===== src/rtl/conv_accum_sched_if.sv =====
// rtl/conv_accum_sched_if.sv - product-beat input and pixel-result output handshakes
interface conv_accum_sched_if #(
    parameter int DATA_W = 16
);
    logic                  in_valid;
    logic                  in_ready;
    logic [9*DATA_W-1:0]   in_data;
    logic                  out_valid;
    logic                  out_ready;
    logic [DATA_W-1:0]     out_data;
    logic                  out_last;

    modport master (
        output in_valid, in_data, out_ready,
        input  in_ready, out_valid, out_data, out_last
    );

    modport slave (
        input  in_valid, in_data, out_ready,
        output in_ready, out_valid, out_data, out_last
    );
endinterface


===== src/rtl/conv_accum_sched.sv =====
// rtl/conv_accum_sched.sv - sequences 9-way tree-add across channel groups, ReLU per pixel
module conv_accum_sched #(
    parameter int DATA_W = 16,
    parameter int GRP_W  = 4,
    parameter int PIX_W  = 8
) (
    input  logic                 clk,
    input  logic                 rst,
    input  logic                 start,
    input  logic [GRP_W-1:0]     cfg_groups,
    input  logic [PIX_W-1:0]     cfg_pixels,
    input  logic [DATA_W-1:0]    cfg_bias,
    output logic                 busy,
    output logic                 done,
    conv_accum_sched_if.slave    bus
);

    typedef enum logic [1:0] {
        IDLE  = 2'd0,
        ACCUM = 2'd1,
        OUT   = 2'd2,
        DONE  = 2'd3
    } state_t;

    state_t              state, state_nxt;
    logic [DATA_W-1:0]   acc;
    logic [DATA_W-1:0]   bias_r;
    logic [DATA_W-1:0]   result;
    logic [GRP_W-1:0]    grp;
    logic [GRP_W-1:0]    groups_r;
    logic [PIX_W-1:0]    pix;
    logic [PIX_W-1:0]    pixels_r;
    logic                last_r;
    logic [DATA_W-1:0]   sum;
    logic                grp_last;
    logic                pix_last;
    logic                beat;

    // Wrapping two's-complement add, so tree shape does not matter.
    always_comb begin
        sum = acc;
        for (int k = 0; k < 9; k++) begin
            sum = sum + bus.in_data[DATA_W*k +: DATA_W];
        end
    end

    assign grp_last = (grp == GRP_W'(groups_r - 1'b1));
    assign pix_last = (pix == PIX_W'(pixels_r - 1'b1));
    assign beat     = (state == ACCUM) && bus.in_valid;

    always_ff @(posedge clk) begin
        if (rst) begin
            state <= IDLE;
        end else begin
            state <= state_nxt;
        end
    end

    always_comb begin
        state_nxt = state;
        case (state)
            IDLE:    if (start) state_nxt = ACCUM;
            ACCUM:   if (bus.in_valid && grp_last) state_nxt = OUT;
            OUT:     if (bus.out_ready) state_nxt = pix_last ? DONE : ACCUM;
            DONE:    state_nxt = IDLE;
            default: state_nxt = IDLE;
        endcase
    end

    always_comb begin
        busy          = (state != IDLE);
        bus.in_ready  = (state == ACCUM);
        bus.out_valid = (state == OUT);
        bus.out_last  = (state == OUT) && last_r;
        done          = (state == DONE);
    end

    assign bus.out_data = result;

    always_ff @(posedge clk) begin
        if (rst) begin
            acc      <= '0;
            bias_r   <= '0;
            result   <= '0;
            grp      <= '0;
            groups_r <= '0;
            pix      <= '0;
            pixels_r <= '0;
            last_r   <= 1'b0;
        end else begin
            case (state)
                IDLE: begin
                    if (start) begin
                        groups_r <= (cfg_groups == '0) ? GRP_W'(1) : cfg_groups;
                        pixels_r <= (cfg_pixels == '0) ? PIX_W'(1) : cfg_pixels;
                        bias_r   <= cfg_bias;
                        acc      <= cfg_bias;
                        grp      <= '0;
                        pix      <= '0;
                    end
                end
                ACCUM: begin
                    if (beat) begin
                        if (grp_last) begin
                            result <= sum[DATA_W-1] ? '0 : sum;
                            last_r <= pix_last;
                        end else begin
                            acc <= sum;
                            grp <= grp + GRP_W'(1);
                        end
                    end
                end
                OUT: begin
                    if (bus.out_ready && !pix_last) begin
                        acc <= bias_r;
                        grp <= '0;
                        pix <= pix + PIX_W'(1);
                    end
                end
                default: ;
            endcase
        end
    end

endmodule


===== src/flat_wrapper.sv =====
// flat-port wrapper written by rule: the top's interface ports become plain ports
module conv_accum_sched_flat 
#(
    parameter int DATA_W = 16,
    parameter int GRP_W  = 4,
    parameter int PIX_W  = 8
)
  (clk, rst, start, cfg_groups, cfg_pixels, cfg_bias, busy, done, bus_in_valid, bus_in_data, bus_out_ready, bus_in_ready, bus_out_valid, bus_out_data, bus_out_last);
  conv_accum_sched_if #(.DATA_W(DATA_W)) bus_i ();
  input  logic clk;
  input  logic rst;
  input  logic start;
  input  logic [GRP_W-1:0] cfg_groups;
  input  logic [PIX_W-1:0] cfg_pixels;
  input  logic [DATA_W-1:0] cfg_bias;
  output logic busy;
  output logic done;
  input wire logic [$bits(bus_i.in_valid)-1:0] bus_in_valid;
  input wire logic [$bits(bus_i.in_data)-1:0] bus_in_data;
  input wire logic [$bits(bus_i.out_ready)-1:0] bus_out_ready;
  output wire logic [$bits(bus_i.in_ready)-1:0] bus_in_ready;
  output wire logic [$bits(bus_i.out_valid)-1:0] bus_out_valid;
  output wire logic [$bits(bus_i.out_data)-1:0] bus_out_data;
  output wire logic [$bits(bus_i.out_last)-1:0] bus_out_last;
  assign bus_i.in_valid = bus_in_valid;
  assign bus_i.in_data = bus_in_data;
  assign bus_i.out_ready = bus_out_ready;
  assign bus_in_ready = bus_i.in_ready;
  assign bus_out_valid = bus_i.out_valid;
  assign bus_out_data = bus_i.out_data;
  assign bus_out_last = bus_i.out_last;
  conv_accum_sched #(.DATA_W(DATA_W), .GRP_W(GRP_W), .PIX_W(PIX_W)) u_core (.clk(clk), .rst(rst), .start(start), .cfg_groups(cfg_groups), .cfg_pixels(cfg_pixels), .cfg_bias(cfg_bias), .busy(busy), .done(done), .bus(bus_i));
endmodule

===== config.mk =====
export PLATFORM = sky130hd
export DESIGN_NAME = conv_accum_sched_flat
export DESIGN_NICKNAME = d
export VERILOG_FILES = /design/src/rtl/conv_accum_sched_if.sv /design/src/rtl/conv_accum_sched.sv /design/src/flat_wrapper.sv
export SDC_FILE = /design/constraint.sdc
export NUM_CORES = 1
export LEC_CHECK = 0
export BUFFER_PORTS_ARGS = -buffer_cell sky130_fd_sc_hd__buf_2
export CORE_UTILIZATION = 35
export CTS_CLUSTER_SIZE = 28
export DETAILED_ROUTE_END_ITERATION = 8
export PLACE_DENSITY_LB_ADDON = 0.05
export RECOVER_POWER = 100
export SYNTH_ARGS = -nofsm -noshare
export SYNTH_HDL_FRONTEND = slang
export SYNTH_SLANG_ARGS = --single-unit

===== constraint.sdc =====
create_clock -name clk -period 7.63 [get_ports clk]
set_clock_uncertainty 0.2 [all_clocks]
set_input_delay 1.526 -clock clk [delete_from_list [all_inputs] [get_ports clk]]
set_output_delay 1.526 -clock clk [all_outputs]
set_load 0.1 [all_outputs]

==> key figures <==
Yosys
  – Main flop type after synthesis: dfxtp_1
  – Async set-or-reset flop fraction in the synthesized netlist: 0%
  – Multiplexer area fraction after synthesis: 0.826%
  – Post-synth EDFFs: 0
  – Synth Instances: 800
  – Yosys synthesis warning count: 0
  – Post-synthesis compound-gate area fraction: 16.5%
  – FF+latch count, synth: 74
  – Mean Syn Cell Area: 9.09 µm²
  – Area share of fa/ha/maj cells after synthesis: 36.2%
  – Yosys cell types: 61
  – Post-Synth Simple-Gate Area: 11.2%
  – Largest family of logic cells by synthesized area: adder cells
  – Sequential share of the synthesized area: 20.4%
  – Synthesized area: 7270 µm²
  – Syn Nets: 1,119
  – Post-synthesis xor/xnor area fraction: 5.06%

Floorplan
  – Die Wd: 146 µm
  – Rows: 52
  – Chip height: 146 µm
  – Initial Util: 35.8%
  – Core box area: 20,300 µm²
  – Die area: 21,300 µm²
  – I/O pin total: 198

CTS
  – Worst-Skew Late Latency: 0.34 ns
  – Postcts setup bufs: 0
  – H-tree levels: 3
  – Hold_buf cts: 0
  – Root Buffer: clkbuf_16
  – Clk buf depth: 2
  – Reg clk slew, reported paths: 0.06 ns
  – CTS tree: done
  – CTS resizes: 0
  – Inserted Clock Buffers: 9
  – CTS sink cnt: 74

Layout
  – Final instance area: 8760 µm²
  – Final net count: 1,304
  – Layout cell share with drive strength beyond 1: 20.6%
  – Fill cells: 2,110
  – Area occupied by multi-input gates: 5080 µm²
  – Synth-to-Final Area Change: 20.5%
  – Ant diodes: 0
  – Register area: 1480 µm²

Global route
  – Largest net degree at the start of global routing: 34
  – Grt ovf: 0
  – Total GRT Usage: 17.3%
  – Number of global-route vias before repair: 5,959
  – Global-route wire length before repair: 29,600 µm
  – Initial antenna violation count: 1

Worst setup path
  – Worst setup SP type: input pin
  – Critical Path AT: 6.95 ns
  – Crit end category: flop
  – Worst-path fanout max: 15
  – Max stage delay on crit path: 0.53 ns
  – CP required: 7.71 ns
  – Crit-path slowest cell: fa_1
  – CP Class: input pin to flop
  – Critical Path, Cell by Cell: buf_2 -> inv_1 -> fa_1 -> inv_1 -> fa_1 -> fa_1 -> inv_1 -> fa_1 -> inv_1 -> fa_1 -> fa_1 -> a211oi_1 -> o21bai_1 -> o22ai_1 -> o211ai_1 -> a21oi_1 -> xnor2_1 -> clkbuf_1 -> a32o_1
  – Crit-path most repeated cell: fa_1

STA
  – Fin crit share: 90.1%
  – Worst slew pin tran: 1.74 ns
  – Final max-slew violation count: 92
  – Final worst slack: 0.757 ns
  – # setup viols final: 0
  – Final worst path period need: 6.87 ns
  – RSZ-0062 raised after global routing: false
  – Setup total negative slack: 0 ns
  – Normalized max-slew margin: -15.8%
  – Max Fclk: 145 MHz
  – Final Hold Vio Count: 0

Placement
  – Placer congestion estimate: 0.802
  – DP Area: 8530 µm²
  – Dpl hpwl: 13,800 µm
  – Port-buffer cells: 196
  – Post-Place Setup Slack: 0.650 ns

Detailed routing
  – ANT nets after route: 0
  – Detailed router's first-iteration violation count: 179
  – Pre-antenna DRT Iters: 4
  – Routed WL per cell: 13.8 µm
  – Total routed wirelength: 17,400 µm
  – Via count: 5,909
  – DRC: 0
  – Vias/cell: 4.69

Worst hold path
  – Worst hold path type: flop to flop

Flow run
  – Maxcap violations: 3

Run status
  – Failing checks: max-capacitance violations, max-slew violations
  – Status: finished, violations left
-- path summary, 6_finish.rpt --
check	depth (start not counted)	to	startpoint	slack (ns)
worst min register to register	2	u_core.bias_r[12]$_SDFFE_PP0P_	u_core.bias_r[12]$_SDFFE_PP0P_	0.25
worst min-delay path	2	u_core.bias_r[12]$_SDFFE_PP0P_	u_core.bias_r[12]$_SDFFE_PP0P_	0.25
worst max register to register	12	u_core.bus.out_data[0]$_SDFFE_PP0P_	u_core.acc[6]$_SDFFE_PP0P_	3.85
worst max-delay path	19	u_core.bus.out_data[0]$_SDFFE_PP0P_	bus_in_data[2]	0.76
-- kinds of logic after synthesis --
kind of cell,Yosys count
buffers and inverters,186
AND/OR/NAND/NOR,179
AO/OA/AOI/OAI,170
adder cells (fa/ha/maj),142
multiplexers,6
XOR/XNOR,42
flip-flops,74
other,1
-- cells in the final DEF, fill, tap and decap left out, types with 9 or more instances in the layout --
cell type  synthesis  routed
a21oi_1           56      56
a22oi_1           10      10
a32o_1            15      15
buf_2              4     172
clkbuf_1          25      30
clkbuf_16          0       9
dfxtp_1           74      74
fa_1             114     114
ha_1              28      28
inv_1            155     155
nand2_1           95      95
nor2_1            26      26
o211ai_1          12      12
o21ai_0           15      15
or3_1              9       9
xnor2_1           30      30
xor2_1            12      12
-- registers in the layout (all words and copies together), names as in the netlist --
signal and flops:
u_core.state 2, u_core.last_r 1, u_core.pixels_r 8, u_core.grp 4
u_core.groups_r 4, u_core.pix 8, u_core.bias_r 16, u_core.acc 16
u_core.bus.out_data 15
-- cell usage after synthesis, drive strengths merged, types with 5 or more instances --
master | n | share of area, %
xor2 | 12 | 1.4
nor2 | 26 | 1.3
a211o | 5 | 0.60
nand3 | 8 | 0.55
o211ai | 12 | 1.2
a22oi | 10 | 1.0
nand2b | 5 | 0.43
a21o | 8 | 0.84
dfxtp | 74 | 20
a21oi | 57 | 4.0
a211oi | 8 | 0.83
or3 | 9 | 0.77
clkbuf | 25 | 1.3
buf | 6 | 0.43
mux2i | 6 | 0.83
fa | 114 | 31
xnor2 | 30 | 3.6
ha | 28 | 4.8
inv | 155 | 8.0
nor3 | 8 | 0.55
o21ai | 15 | 1.0
a32o | 15 | 2.1
nand2 | 95 | 4.9
o21bai | 6 | 0.67
-- per-stage QoR --
step / instances / utilization, % / hold WS [ns]
final: 1260 / 43.1 / 0.254
after global routing: 1260 / 43.1 / 0.270
after CTS: 1260 / 43.4 / 0.254
after detailed placement: 1244 / 42.0 / 0.245
after global placement: 1244 / 42.0 / 0.244
after floorplan: 800 / - / 0.232
-- metal layers --
layer / up-vias / part of all wire [%] / GRT usage [%]
met4: 2 / 0.48 / 2.71
li1: 2980 / - / -
met3: 9 / 5.0 / 3.50
met2: 155 / 47 / 28.9
met1: 2763 / 47 / 23.5
met5: - / 0.057 / 0
-- area by class of cell --
class,count,share of cell area [%]
multi-input cells,540,58.0
flip-flops and latches,74,16.9
repair buffers,205,11.5
inverters,155,6.64
clock inverters,4,0.314
clock buffers,12,2.81
well taps,270,3.86
-- worst max-delay path: cells and delay by family --
kind	cells	cell delay (ns)
AO/OA/AOI/OAI	6	1.45
XOR/XNOR	1	0.13
buffers and inverters	6	0.80
adder cells (fa/ha/maj)	6	3.03
Power is not shown: default switching activity piles up to over one toggle a cycle in this logic, so the estimate is an artifact.
